===== src/rtl/capture_ctrl_n_if.sv =====
// Capture/dump bundle between capture_ctrl_n, the trigger and command blocks, and the shared capture RAM.
interface capture_ctrl_n_if #(
  parameter int NUM_CH = 3,
  parameter int ADDR_W = 9,
  parameter int DATA_W = 8
);
  localparam int CH_W = (NUM_CH > 1) ? $clog2(NUM_CH) : 1;

  logic                     cap_start;
  logic [ADDR_W-1:0]        trig_pos;
  logic [3:0]               decim;
  logic                     trigger;
  logic                     armed;
  logic                     capture_done;
  logic                     en;
  logic                     we;
  logic [ADDR_W-1:0]        addr;
  logic [NUM_CH*DATA_W-1:0] rdata;
  logic                     dump_start;
  logic [CH_W-1:0]          dump_ch;
  logic [DATA_W-1:0]        dump_data;
  logic                     dump_valid;
  logic                     dump_ready;
  logic                     dump_last;
  logic                     dump_finished;

  modport slave (
    input  cap_start, trig_pos, decim, trigger, rdata, dump_start, dump_ch, dump_ready,
    output armed, capture_done, en, we, addr, dump_data, dump_valid, dump_last, dump_finished
  );

  modport master (
    output cap_start, trig_pos, decim, trigger, rdata, dump_start, dump_ch, dump_ready,
    input  armed, capture_done, en, we, addr, dump_data, dump_valid, dump_last, dump_finished
  );
endinterface


===== src/rtl/capture_ctrl_n.sv =====
// N-channel capture sequencer: circular pre-trigger fill, post-trigger capture, valid/ready channel dump.
// Optional trailing checksum item on dumps when DUMP_CHKSUM_EN is defined.
module capture_ctrl_n #(
  parameter int NUM_CH = 3,
  parameter int ADDR_W = 9,
  parameter int DATA_W = 8
) (
  input logic             clk,
  input logic             rst_n,
  capture_ctrl_n_if.slave bus
);
  localparam int CH_W = (NUM_CH > 1) ? $clog2(NUM_CH) : 1;
  localparam logic [ADDR_W:0] DEPTH_V = {1'b1, {ADDR_W{1'b0}}};
  localparam logic [ADDR_W:0] CNT_ONE = {{ADDR_W{1'b0}}, 1'b1};
  localparam logic [CH_W:0]   CH_LIM  = (CH_W+1)'(NUM_CH);

  typedef enum logic [2:0] {
    S_IDLE, S_PRE, S_ARMED, S_POST, S_DONE, S_DUMP_RD, S_DUMP_WAIT
`ifdef DUMP_CHKSUM_EN
    , S_DUMP_SUM
`endif
  } state_t;

  state_t              r_state, w_state_nxt;
  logic [ADDR_W-1:0]   r_wptr, r_fill, r_trig_pos, r_trace, r_rd_ptr;
  logic [ADDR_W:0]     r_post, r_rd_cnt;
  logic [CH_W-1:0]     r_ch;
  logic [15:0]         r_dcnt;
  logic                r_done, r_fin, r_first;
  logic [DATA_W-1:0]   r_data;

  logic                w_tick, w_run, w_ch_ok;
  logic                w_start, w_wr, w_trig, w_cap_done, w_dump_go, w_accept, w_fin;
  logic                w_en, w_we, w_valid;
  logic [ADDR_W-1:0]   w_addr;
  logic [15:0]         w_mask;
  logic [DATA_W-1:0]   w_slice, w_item, w_dump_data;

  assign w_run   = (r_state == S_PRE) || (r_state == S_ARMED) || (r_state == S_POST);
  assign w_mask  = ~(16'hFFFF << bus.decim);
  assign w_tick  = &(r_dcnt | ~w_mask);
  assign w_ch_ok = ({1'b0, bus.dump_ch} < CH_LIM);
  assign w_slice = bus.rdata[r_ch*DATA_W +: DATA_W];
  // RAM output is only guaranteed on the first WAIT cycle; later cycles replay the captured copy
  assign w_item  = r_first ? w_slice : r_data;

`ifdef DUMP_CHKSUM_EN
  localparam int LO_W = (DATA_W < 8) ? DATA_W : 8;
  logic [7:0] r_sum;
  logic [7:0] w_lo8;
  assign w_lo8 = 8'(w_item[LO_W-1:0]);
`endif

  always_comb begin
    w_state_nxt = r_state;
    w_start     = 1'b0;
    w_wr        = 1'b0;
    w_trig      = 1'b0;
    w_cap_done  = 1'b0;
    w_dump_go   = 1'b0;
    w_accept    = 1'b0;
    w_fin       = 1'b0;
    w_en        = 1'b0;
    w_we        = 1'b0;
    w_addr      = '0;
    w_valid     = 1'b0;
    case (r_state)
      S_IDLE: if (bus.cap_start) begin
        w_start     = 1'b1;
        w_state_nxt = S_PRE;
      end
      S_PRE: begin
        if (r_fill == r_trig_pos) begin
          w_state_nxt = S_ARMED;
        end else if (w_tick) begin
          w_wr = 1'b1;
          if (r_fill + 1'b1 == r_trig_pos) w_state_nxt = S_ARMED;
        end
      end
      S_ARMED: begin
        w_wr = w_tick;
        if (bus.trigger) begin
          w_trig      = 1'b1;
          w_state_nxt = S_POST;
        end
      end
      S_POST: if (w_tick) begin
        w_wr = 1'b1;
        if (r_post == CNT_ONE) begin
          w_cap_done  = 1'b1;
          w_state_nxt = S_DONE;
        end
      end
      S_DONE: begin
        if (bus.cap_start) begin
          w_start     = 1'b1;
          w_state_nxt = S_PRE;
        end else if (bus.dump_start && w_ch_ok) begin
          w_dump_go   = 1'b1;
          w_state_nxt = S_DUMP_RD;
        end
      end
      S_DUMP_RD: begin
        w_en        = 1'b1;
        w_addr      = r_rd_ptr;
        w_state_nxt = S_DUMP_WAIT;
      end
      S_DUMP_WAIT: begin
        w_valid = 1'b1;
        if (bus.dump_ready) begin
          w_accept = 1'b1;
          if (r_rd_cnt == CNT_ONE) begin
`ifdef DUMP_CHKSUM_EN
            w_state_nxt = S_DUMP_SUM;
`else
            w_fin       = 1'b1;
            w_state_nxt = S_DONE;
`endif
          end else begin
            w_state_nxt = S_DUMP_RD;
          end
        end
      end
`ifdef DUMP_CHKSUM_EN
      S_DUMP_SUM: begin
        w_valid = 1'b1;
        if (bus.dump_ready) begin
          w_fin       = 1'b1;
          w_state_nxt = S_DONE;
        end
      end
`endif
      default: w_state_nxt = S_IDLE;
    endcase
    if (w_wr) begin
      w_en   = 1'b1;
      w_we   = 1'b1;
      w_addr = r_wptr;
    end
  end

  always_comb begin
    w_dump_data = '0;
    if (r_state == S_DUMP_WAIT) w_dump_data = w_item;
`ifdef DUMP_CHKSUM_EN
    else if (r_state == S_DUMP_SUM) w_dump_data = DATA_W'(r_sum);
`endif
  end

  always_ff @(posedge clk or negedge rst_n) begin
    if (!rst_n) r_state <= S_IDLE;
    else        r_state <= w_state_nxt;
  end

  always_ff @(posedge clk or negedge rst_n) begin
    if (!rst_n) begin
      r_wptr     <= '0;
      r_fill     <= '0;
      r_trig_pos <= '0;
      r_trace    <= '0;
      r_rd_ptr   <= '0;
      r_post     <= '0;
      r_rd_cnt   <= '0;
      r_ch       <= '0;
      r_dcnt     <= '0;
      r_done     <= 1'b0;
      r_fin      <= 1'b0;
      r_first    <= 1'b0;
      r_data     <= '0;
    end else begin
      r_fin   <= w_fin;
      r_first <= (r_state == S_DUMP_RD);
      if (w_start) begin
        r_fill     <= '0;
        r_trig_pos <= bus.trig_pos;
        r_dcnt     <= '0;
        r_done     <= 1'b0;
      end else if (w_run) begin
        r_dcnt <= r_dcnt + 16'd1;
      end
      if (w_wr) begin
        r_wptr <= r_wptr + 1'b1;
        if (r_state == S_PRE)  r_fill <= r_fill + 1'b1;
        if (r_state == S_POST) r_post <= r_post - 1'b1;
      end
      if (w_trig) r_post <= DEPTH_V - {1'b0, r_trig_pos};
      if (w_cap_done) begin
        r_trace <= r_wptr + 1'b1;
        r_done  <= 1'b1;
      end
      if (w_dump_go) begin
        r_ch     <= bus.dump_ch;
        r_rd_ptr <= r_trace;
        r_rd_cnt <= DEPTH_V;
      end
      if (r_first) r_data <= w_slice;
      if (w_accept) begin
        r_rd_ptr <= r_rd_ptr + 1'b1;
        r_rd_cnt <= r_rd_cnt - 1'b1;
      end
    end
  end

`ifdef DUMP_CHKSUM_EN
  always_ff @(posedge clk or negedge rst_n) begin
    if (!rst_n)         r_sum <= '0;
    else if (w_dump_go) r_sum <= '0;
    else if (w_accept)  r_sum <= r_sum + w_lo8;
  end
  assign bus.dump_last = (r_state == S_DUMP_SUM);
`else
  assign bus.dump_last = (r_state == S_DUMP_WAIT) && (r_rd_cnt == CNT_ONE);
`endif

  assign bus.armed         = (r_state == S_ARMED);
  assign bus.capture_done  = r_done;
  assign bus.en            = w_en;
  assign bus.we            = w_we;
  assign bus.addr          = w_addr;
  assign bus.dump_data     = w_dump_data;
  assign bus.dump_valid    = w_valid;
  assign bus.dump_finished = r_fin;
endmodule


===== src/flat_wrapper.sv =====
// flat-port wrapper written by rule: the top's interface ports become plain ports
module capture_ctrl_n_flat 
#(
  parameter int NUM_CH = 3,
  parameter int ADDR_W = 9,
  parameter int DATA_W = 8
)
  (clk, rst_n, bus_cap_start, bus_trig_pos, bus_decim, bus_trigger, bus_rdata, bus_dump_start, bus_dump_ch, bus_dump_ready, bus_armed, bus_capture_done, bus_en, bus_we, bus_addr, bus_dump_data, bus_dump_valid, bus_dump_last, bus_dump_finished);
  capture_ctrl_n_if #(.NUM_CH(NUM_CH), .ADDR_W(ADDR_W), .DATA_W(DATA_W)) bus_i ();
  input logic clk;
  input logic rst_n;
  input wire logic [$bits(bus_i.cap_start)-1:0] bus_cap_start;
  input wire logic [$bits(bus_i.trig_pos)-1:0] bus_trig_pos;
  input wire logic [$bits(bus_i.decim)-1:0] bus_decim;
  input wire logic [$bits(bus_i.trigger)-1:0] bus_trigger;
  input wire logic [$bits(bus_i.rdata)-1:0] bus_rdata;
  input wire logic [$bits(bus_i.dump_start)-1:0] bus_dump_start;
  input wire logic [$bits(bus_i.dump_ch)-1:0] bus_dump_ch;
  input wire logic [$bits(bus_i.dump_ready)-1:0] bus_dump_ready;
  output wire logic [$bits(bus_i.armed)-1:0] bus_armed;
  output wire logic [$bits(bus_i.capture_done)-1:0] bus_capture_done;
  output wire logic [$bits(bus_i.en)-1:0] bus_en;
  output wire logic [$bits(bus_i.we)-1:0] bus_we;
  output wire logic [$bits(bus_i.addr)-1:0] bus_addr;
  output wire logic [$bits(bus_i.dump_data)-1:0] bus_dump_data;
  output wire logic [$bits(bus_i.dump_valid)-1:0] bus_dump_valid;
  output wire logic [$bits(bus_i.dump_last)-1:0] bus_dump_last;
  output wire logic [$bits(bus_i.dump_finished)-1:0] bus_dump_finished;
  assign bus_i.cap_start = bus_cap_start;
  assign bus_i.trig_pos = bus_trig_pos;
  assign bus_i.decim = bus_decim;
  assign bus_i.trigger = bus_trigger;
  assign bus_i.rdata = bus_rdata;
  assign bus_i.dump_start = bus_dump_start;
  assign bus_i.dump_ch = bus_dump_ch;
  assign bus_i.dump_ready = bus_dump_ready;
  assign bus_armed = bus_i.armed;
  assign bus_capture_done = bus_i.capture_done;
  assign bus_en = bus_i.en;
  assign bus_we = bus_i.we;
  assign bus_addr = bus_i.addr;
  assign bus_dump_data = bus_i.dump_data;
  assign bus_dump_valid = bus_i.dump_valid;
  assign bus_dump_last = bus_i.dump_last;
  assign bus_dump_finished = bus_i.dump_finished;
  capture_ctrl_n #(.NUM_CH(NUM_CH), .ADDR_W(ADDR_W), .DATA_W(DATA_W)) u_core (.clk(clk), .rst_n(rst_n), .bus(bus_i));
endmodule

===== config.mk =====
export PLATFORM = sky130hd
export DESIGN_NAME = capture_ctrl_n_flat
export DESIGN_NICKNAME = d
export VERILOG_FILES = /design/src/rtl/capture_ctrl_n_if.sv /design/src/rtl/capture_ctrl_n.sv /design/src/flat_wrapper.sv
export SDC_FILE = /design/constraint.sdc
export NUM_CORES = 1
export LEC_CHECK = 0
export BUFFER_PORTS_ARGS = -buffer_cell sky130_fd_sc_hd__buf_4
export CORE_MARGIN = 3
export CORE_UTILIZATION = 59
export CTS_CLUSTER_DIAMETER = 100
export DETAILED_ROUTE_END_ITERATION = 10
export HOLD_SLACK_MARGIN = 0.06
export PLACE_DENSITY = 0.81
export SLEW_MARGIN = 20
export SYNTH_ARGS = -nofsm -noshare
export SYNTH_HDL_FRONTEND = slang
export SYNTH_SLANG_ARGS = --single-unit

===== constraint.sdc =====
create_clock -name clk -period 2.8 [get_ports clk]
set_input_delay 0.42 -clock clk [delete_from_list [all_inputs] [get_ports clk]]
set_output_delay 0.42 -clock clk [all_outputs]
set_load 0.01 [all_outputs]

# [Word-level counts from Yosys, hierarchy flattened]
# Index checks and enable logic that the tools add are counted.
[totals] regBits=97 word_cells=111 output_inout_bits=24 romBits=0 mem_bits_rw=0 input_bits=45 n_memories=0 latchBits=0
[classes] n_lt_le_gt_ge=1 mul=0 mux=52 n_reduce_logical=14 div=0 n_addsub=7 n_bitwise=3 n_shift=2 n_eq_ne=18
[ops] operator="9-bit 2-to-1 mux" count=7
[ops] operator="10-bit 2-to-1 mux" count=5
[ops] operator="16-bit 2-to-1 mux" count=2
[ops] operator="16-bit NOT" count=2
[ops] operator="3-bit 2-to-1 mux" count=10
[ops] operator="9-bit by 1-bit adder with 9-bit output (second input constant)" count=3
[ops] operator="1-bit 2-to-1 mux" count=24
[ops] operator="24-bit by 6-bit indexed part select with 8-bit output" count=1
[ops] operator="3-bit case mux with 7 select lines" count=1
[ops] operator="10-bit by 1-bit == test with 1-bit output (second input constant)" count=2
[ops] operator="10-bit by 1-bit subtractor with 10-bit output (second input constant)" count=2
[ops] operator="9-bit == test" count=2
[ops] operator="16-bit by 1-bit adder with 16-bit output (second input constant)" count=1
[ops] operator="8-bit 2-to-1 mux" count=2
[ops] operator="16-bit OR" count=1
[ops] operator="16-bit AND reduction" count=1
[ops] operator="16-bit by 4-bit << shifter with 16-bit output (first input constant)" count=1
[ops] operator="2-bit nonzero test" count=5
[ops] operator="10-bit by 9-bit subtractor with 10-bit output (first input constant)" count=1
[ops] operator="3-bit == test (second input constant)" count=3
[ops] operator="2-bit != test (second input constant)" count=4
[ops] operator="8-bit AND reduction" count=1
[ops] operator="3-bit by 2-bit == test with 1-bit output (second input constant)" count=2
[ops] operator="3-bit by 2-bit != test with 1-bit output (second input constant)" count=2
[ops] operator="10 further kinds" count=12

# [Longest topological paths before layout]
# Gate-level depths: netlist of run 1.
[logic_depth] depth_word=10 mapped_depth=9 mapped_depth_nobuf=8

# [Worst setup path before layout of run 1]
# No wires, ideal clock.
[synth_timing] path_type="input to output" startpoint="input bus_decim[0]" endpoint="output bus_addr[0]" t_required_ns=2.380 cell_stages=7 setup_slack_ns=0.399 path_buffers=1 arrival_time_ns=1.981 cell_sequence="and3b_1 -> o311ai_1 -> o211ai_1 -> a211oi_4 -> o21a_1 -> buf_2 -> a22o_1"
[synth_via] elab_chain_len=9
[synth_lines] element="from (decl)" line="flat_wrapper.sv:14" text="input wire logic [$bits(bus_i.decim)-1:0] bus_decim;"
[synth_lines] element="16-bit by 4-bit << shifter with 16-bit output (*)" line="capture_ctrl_n.sv:40" text="assign w_mask = ~(16'hFFFF << bus.decim);"
[synth_lines] element="16-bit NOT (*)" line="capture_ctrl_n.sv:40"
[synth_lines] element="16-bit NOT (*)" line="capture_ctrl_n.sv:41" text="assign w_tick = &(r_dcnt | ~w_mask);"
[synth_lines] element="16-bit OR (*)" line="capture_ctrl_n.sv:41"
[synth_lines] element="16-bit AND reduction (*)" line="capture_ctrl_n.sv:41"
[synth_lines] element="1-bit 2-to-1 mux" line="capture_ctrl_n.sv:75, capture_ctrl_n.sv:87"
[synth_lines] element="1-bit 2-to-1 mux" line="capture_ctrl_n.sv:73" text="if (r_fill == r_trig_pos) begin"
[synth_lines] element="1-bit case mux with 3 select lines (*)" line="capture_ctrl_n.sv:67" text="case (r_state)"
[synth_lines] element="9-bit 2-to-1 mux (*)" line="capture_ctrl_n.sv:135" text="if (w_wr) begin"
[synth_lines] element="to (decl)" line="flat_wrapper.sv:24" text="output wire logic [$bits(bus_i.addr)-1:0] bus_addr;"
# Every way passes the cells marked *; elsewhere a longest branch is shown, timed or not.

# [Worst setup path after layout of run 1]
[layout_timing] startpoint="register u_core.r_fill[5]" endpoint="output bus_en"
[layout_via] elab_chain_len=4
[layout_lines] element="from (decl)" line="capture_ctrl_n.sv:25" text="logic [ADDR_W-1:0] r_wptr, r_fill, r_trig_pos, r_trace, r_rd_ptr;"
[layout_lines] element="from (signal assigned)" line="capture_ctrl_n.sv:183" text="if (r_state == S_PRE) r_fill <= r_fill + 1'b1;"
[layout_lines] element="9-bit == test" line="capture_ctrl_n.sv:73"
[layout_lines] element="1-bit 2-to-1 mux" line="capture_ctrl_n.sv:73"
[layout_lines] element="1-bit case mux with 3 select lines" line="capture_ctrl_n.sv:67"
[layout_lines] element="1-bit 2-to-1 mux" line="capture_ctrl_n.sv:135"
[layout_lines] element="to (decl)" line="flat_wrapper.sv:22" text="output wire logic [$bits(bus_i.en)-1:0] bus_en;"
# No other way between the ends.

==> results of run 1 <==
[report_power, final]
group	internal [W]	total (W)	switching, W
Combinational	0.000757	0.00160	0.000844
Sequential	0.00171	0.00214	0.000423
Clock	0.000336	0.000844	0.000508
Total	0.00281	0.00458	0.00178
[critical path: stages, from the launching register on]
cell and delay, ns:
dfrtp_2 0.49, xor2_1 0.18, nor3_1 0.32, a31oi_2 0.17, o21a_2 0.25, buf_12 0.14, or2_2 0.26, buf_4 0.14
[placed cells by master (no fill, tap or decap), types with 10 or more instances in the layout]
cell,instances
nand4_1,12
o21ai_0,23
inv_1,15
a22o_1,14
xnor2_1,19
nand3_1,28
mux2i_1,13
and2_1,12
dfrtp_1,89
nand2_1,79
xor2_1,36
nor3_1,10
a21oi_1,42
nor2_1,69
buf_4,93
[area by class of cell]
class                           instances  area [sq um]
Timing Repair Buffer                   97           773
Clock buffer                           10           128
Tap cell                              108           135
Clock inverter                          6          51.3
Multi-Input combinational cell        469          2970
Sequential cell                        96          2410
Inverter                               15          56.3
Fill cell                             666          2410
[synth_stat cells, types with 13 or more instances]
master    number
clkbuf_1      23
inv_1         15
mux2i_1       13
a22o_1        14
nor2_1        69
xor2_1        36
dfrtp_1       96
a21oi_1       42
nand3_1       28
xnor2_1       19
o21ai_0       23
nand2_1       79
[cell families (layout without fill, tap and decap cells)]
group	after synthesis	after routing	share of synthesized area [%]
xor+xnor	55	55	8.64
flops	96	96	43.1
simple gates	260	260	22.5
fa+ha+maj	9	9	2.02
compound gates	127	127	15.8
mux	18	18	3.34
buf+inv	55	128	4.60
[timing repair]
action,CTS,global route
gates cloned,0,1
pin swaps,2,4
setup buffers,0,13
setup endpoints to repair,10,11
endpoints found under the hold margin,35,0
hold buffers,1,0
gates resized for setup,2,12
[path summary, 6_finish.rpt]
check	startpoint	to	slack, ns	depth (start not counted)
worst max-delay path	u_core.r_fill[5]	bus_en	0.07	7
worst min-delay path	bus_trig_pos[4]	u_core.r_trig_pos[4]	0.24	3
worst max register to register	u_core.r_post[5]	u_core.r_trace[4]	0.37	7
worst min register to register	u_core.r_trace[2]	u_core.r_rd_ptr[2]	0.49	2
max in group asynchronous	rst_n	u_core.r_dcnt[8]	1.56	3
min in group asynchronous	rst_n	u_core.r_post[3]	0.54	2
[sequential cells by signal, summed over array words and instances, names as in the netlist]
signal / count
u_core.r_trig_pos: 9
u_core.r_state: 3
u_core.r_wptr: 9
u_core.r_first: 1
u_core.r_dcnt: 15
u_core.bus.dump_finished: 1
u_core.r_data: 8
u_core.r_rd_ptr: 9
u_core.bus.capture_done: 1
u_core.r_trace: 9
u_core.r_ch: 2
u_core.r_rd_cnt: 10
u_core.r_post: 10
u_core.r_fill: 9
[through the flow]
stage	setup WS, ns	hold WS [ns]	instances
after floorplan	0.399	0.124	620
after global placement	0.303	0.403	770
after detailed placement	0.203	0.407	770
after CTS	0.0118	0.232	787
after global routing	-0.0450	0.249	801
final	0.0680	0.243	801
[routing by layer]
| layer | routed length [um] | share of wire, % |
|---|---|---|
| met1 | 5780 | 45 |
| met5 | 0 | 0 |
| met2 | 6150 | 48 |
| met3 | 635 | 5.0 |
| met4 | 185 | 1.5 |
==> results.sh, run 1 <==
export IMPL_status="completed"
export IMPL_worstSkewPairLatency_ns=0.36
export IMPL_critPathKind="register to output port"
export IMPL_overflow=0
export IMPL_grt_max_degree=62
export IMPL_seq_area_frac_synth_pct=43.1
export IMPL_gp_congestion=0.895
export IMPL_power_leakage_nw=2.89
export IMPL_dieWidth_um=103
export IMPL_ys_warn_count=0
export IMPL_grt_use_met3_pct=2.95
export IMPL_drt_iter0_drc=306
export IMPL_num_rows=34
export IMPL_ys_types=64
export IMPL_nNetsFinal=742
export IMPL_use_met1_pct=31.8
export IMPL_cts_tree="done"
export IMPL_slew_headroom_pct=57.6
export IMPL_hold_viol=0
export IMPL_start_kind="register"
export IMPL_coreArea_sq_mm=0.00893
export IMPL_antenna_found_initial=0
export IMPL_max_freq_mhz=366
export IMPL_synthFlopType="dfrtp_1"
export IMPL_numPortBuffers=68
export IMPL_cts_root_buf="clkbuf_8"
export IMPL_synthCells=620
export IMPL_die_y_um=103
export IMPL_final_cell_area_sq_mm=0.00652
export IMPL_clk_pin_slew_worst_paths_ns=0.10
export IMPL_finalSetupViolCount=0
export IMPL_timing_final_crit_share_pct=97.6
export IMPL_synth_area_sq_mm=0.00558
export IMPL_synth_top_area_share_pct=43.1
export IMPL_drv_slew=0
export IMPL_wirelength_um=12700
export IMPL_track_usage_pct=23.6
export IMPL_ys_seq_elements=96
export IMPL_tightest_slew_ns=0.635
export IMPL_synth_area_leaders="dfrtp_1 (43%), xor2_1 (5.7%), nand2_1 (5.3%)"
export IMPL_antennaDiodeCount=0
export IMPL_cts_buffers_inserted=9
export IMPL_pwr_density_cell_mw_per_mm2=703
export IMPL_cp_data_arrival_time_ns=2.31
export IMPL_worstSetupEndpointType="output port"
export IMPL_firstDrtPassIters=5
export IMPL_worstHoldPathType="input port to register"
export IMPL_initial_core_util_pct=62.4
export IMPL_cts_sinks=96
export IMPL_grt_busiest_layer="met2"
export IMPL_post_route_min_period_ns=2.73
export IMPL_dpl_cell_area_sq_mm=0.00616
export IMPL_area_growth_pct=16.9
export IMPL_grt_pass1_vias=4341
export IMPL_die_area_sq_mm=0.0107
export IMPL_synth_edf_count=0
export IMPL_clock_path_buffers=2
export IMPL_syn_nets=674
export IMPL_drcViolationCount=0
export IMPL_critPathRequiredTime_ns=2.38
export IMPL_drive_above_1_share_pct=20.5
export IMPL_final_core_util_pct=73.0
export IMPL_synth_largest_area_cell="dfrtp_1"
export IMPL_worst_ir_drop_vdd_mv=0.404
export IMPL_fin_setup_tns_ns=0
export IMPL_finClkSkew_ns=0.0129
export IMPL_fin_total_pwr_w=0.00458
export IMPL_final_antenna_net_count=0
export IMPL_io_pins=69
export IMPL_use_met2_pct=39.4
export IMPL_h_tree_depth=3
export IMPL_max_cap_violations=0
export IMPL_viasPerCell=5.87
export IMPL_wl_per_cell_um=15.9
export IMPL_hpwl_um=9090
export IMPL_dr_total_vias=4703
export IMPL_syn_area_per_cell_sq_um=8.99
export IMPL_ys_async_sr_fraction_pct=100
export IMPL_crit_path_max_fanout=10
export IMPL_grt_pass1_wl_um=20100
Note: power is estimated with default switching activity, not from simulation.
==> inputs of run 2 (changes only) <==
--- a/config.mk
+++ b/config.mk
@@ -7,11 +7,11 @@
 export LEC_CHECK = 0
 export BUFFER_PORTS_ARGS = -buffer_cell sky130_fd_sc_hd__buf_4
 export CORE_MARGIN = 3
-export CORE_UTILIZATION = 59
+export CORE_UTILIZATION = 58
 export CTS_CLUSTER_DIAMETER = 100
 export DETAILED_ROUTE_END_ITERATION = 10
 export HOLD_SLACK_MARGIN = 0.06
-export PLACE_DENSITY = 0.81
+export PLACE_DENSITY = 0.8
 export SLEW_MARGIN = 20
 export SYNTH_ARGS = -nofsm -noshare
 export SYNTH_HDL_FRONTEND = slang
==> results.sh, run 2 (same netlist as run 1, synthesis figures left out) <==
export IMPL_crit_path_max_fanout=20
export IMPL_num_rows=35
export IMPL_cp_data_arrival_time_ns=2.29
export IMPL_path_cells="xor2_1 -> nor4_2 -> a31oi_1 -> o21a_1 -> buf_8 -> or2_2 -> buf_4"
export IMPL_start_kind="register"
export IMPL_firstDrtPassIters=5
export IMPL_viasPerCell=5.82
export IMPL_coreArea_sq_mm=0.00928
export IMPL_grt_max_degree=41
export IMPL_worstSetupEndpoint="bus_en"
export IMPL_post_route_min_period_ns=2.71
export IMPL_final_seq_area_sq_mm=0.00241
export IMPL_cp_num_buf_inv=2
export IMPL_die_area_sq_mm=0.0108
export IMPL_r2r_cells=9
export IMPL_reg2reg_from="u_core.r_dcnt[3]"
export IMPL_fillers=725
export IMPL_critPathKind="register to output port"
export IMPL_critPathTopFamily="simple AND/OR/NAND/NOR gates"
export IMPL_track_usage_pct=23.7
export IMPL_drive_above_1_share_pct=20.0
export IMPL_cp_slowest_cell="dfrtp_2"
export IMPL_max_cap_violations=0
export IMPL_worstSetupEndpointType="output port"
export IMPL_fin_total_pwr_w=0.00480
export IMPL_slowest_delay_ns=0.46
export IMPL_antenna_found_initial=0
export IMPL_cts_sinks=96
export IMPL_initial_core_util_pct=60.1
export IMPL_hold_viol=0
export IMPL_drt_iter0_drc=310
export IMPL_area_growth_pct=17.4
export IMPL_finalSetupViolCount=0
export IMPL_nNetsFinal=739
export IMPL_max_freq_mhz=369
export IMPL_cts_buffers_inserted=9
export IMPL_dieWidth_um=104
export IMPL_r2r_end="u_core.r_post[8]"
export IMPL_hpwl_um=9320
export IMPL_clock_path_buffers=2
export IMPL_worstSkewPairLatency_ns=0.36
export IMPL_timing_final_crit_share_pct=96.8
export IMPL_rrSetupSlack_ns=0.40
export IMPL_power_leakage_nw=2.91
export IMPL_final_antenna_net_count=0
export IMPL_dr_total_vias=4769
export IMPL_multiInputGateArea_sq_mm=0.00296
export IMPL_cts_root_buf="clkbuf_8"
export IMPL_cts_tree="done"
export IMPL_status="completed"
export IMPL_cp_depth=7
export IMPL_pwr_density_cell_mw_per_mm2=734
export IMPL_grt_pass1_wl_um=21400
export IMPL_grt_pass1_vias=4584
export IMPL_worst_ir_drop_vdd_mv=0.407
export IMPL_largest_reg_flops=15
export IMPL_wirelength_um=12900
export IMPL_critPathRequiredTime_ns=2.38
export IMPL_critPathLaunch="u_core.r_trig_pos[2]"
export IMPL_numPortBuffers=68
export IMPL_wl_per_cell_um=15.7
export IMPL_finClkSkew_ns=0.0141
export IMPL_clk_pin_slew_worst_paths_ns=0.10
export IMPL_overflow=0
export IMPL_drcViolationCount=0
export IMPL_tightest_slew_ns=0.589
export IMPL_top_regs="u_core.r_dcnt (15), u_core.r_post (10), u_core.r_rd_cnt (10)"
export IMPL_die_y_um=104
export IMPL_regMostFlops="u_core.r_dcnt"
export IMPL_io_pins=69
export IMPL_mostFrequentLayoutCell="buf_4"
export IMPL_h_tree_depth=3
export IMPL_antennaDiodeCount=0
export IMPL_final_core_util_pct=70.5
export IMPL_worstHoldPathType="input port to register"
export IMPL_layout_common_cells="buf_4 (91), dfrtp_1 (89), nand2_1 (79)"
export IMPL_slew_headroom_pct=60.6
export IMPL_drv_slew=0
export IMPL_gp_congestion=0.904
-- run 2: where the power goes --
| part | switching (W) | internal [W] |
|---|---|---|
| combinational | 0.000855 | 0.000755 |
| sequential | 0.000432 | 0.00172 |
| clock | 0.000502 | 0.000543 |
-- run 2: repair_timing --
item / in CTS / in global routing
pin swaps: 1 / 5
endpoints found under the setup margin: 11 / 11
setup buffers: 1 / 10
hold endpoints to repair: 38 / 0
hold buffers: 1 / 0
resized for setup: 4 / 11
gates cloned: 0 / 0
-- run 2: worst min path at each step --
| stage | start | cells after the start | slack, ns | endpoint |
|---|---|---|---|---|
| 2_1_floorplan | rst_n | 0 | 0.12 | u_core.bus.capture_done |
| 3_5_place_dp | rst_n | 1 | 0.42 | u_core.r_post[8] |
| 5_1_grt | bus_trig_pos[3] | 3 | 0.25 | u_core.r_trig_pos[3] |
| 3_3_place_gp | rst_n | 1 | 0.42 | u_core.r_post[8] |
| 6_report | bus_trig_pos[3] | 3 | 0.25 | u_core.r_trig_pos[3] |
| 4_1_cts | bus_trig_pos[3] | 3 | 0.24 | u_core.r_trig_pos[3] |
-- run 2: worst min-delay path: stages --
cell and delay [ns]:
buf_4 0.07, nand2_1 0.04, nand2_1 0.04
-- run 2: layer usage --
layer / global-route usage [%] / routed length (um)
met5: 0 / 0
met3: 4.28 / 654
met2: 39.5 / 6230
met4: 8.26 / 257
met1: 31.4 / 5720
-- run 2: per-stage QoR --
step | TNS, ns | area (sq um) | std cells | hold slack, ns | setup slack [ns]
5_1_grt | -0.0370 | 6550 | 819 | 0.247 | -0.0223
2_1_floorplan | 0 | 5580 | 620 | 0.124 | 0.399
3_3_place_gp | 0 | 6160 | 791 | 0.420 | 0.234
3_5_place_dp | 0 | 6160 | 791 | 0.424 | 0.137
4_1_cts | 0 | 6440 | 809 | 0.240 | 0.0343
6_report | 0 | 6550 | 819 | 0.249 | 0.0909
-- run 2: area by class of cell --
class                      instances  area share (%)
inverter                          15           0.860
multi-input combinational        469            45.2
tap                              129            2.47
clock inverter                     6            1.53
clock buffer                      10            2.10
sequential                        96            36.8
timing repair buffer              94            11.0
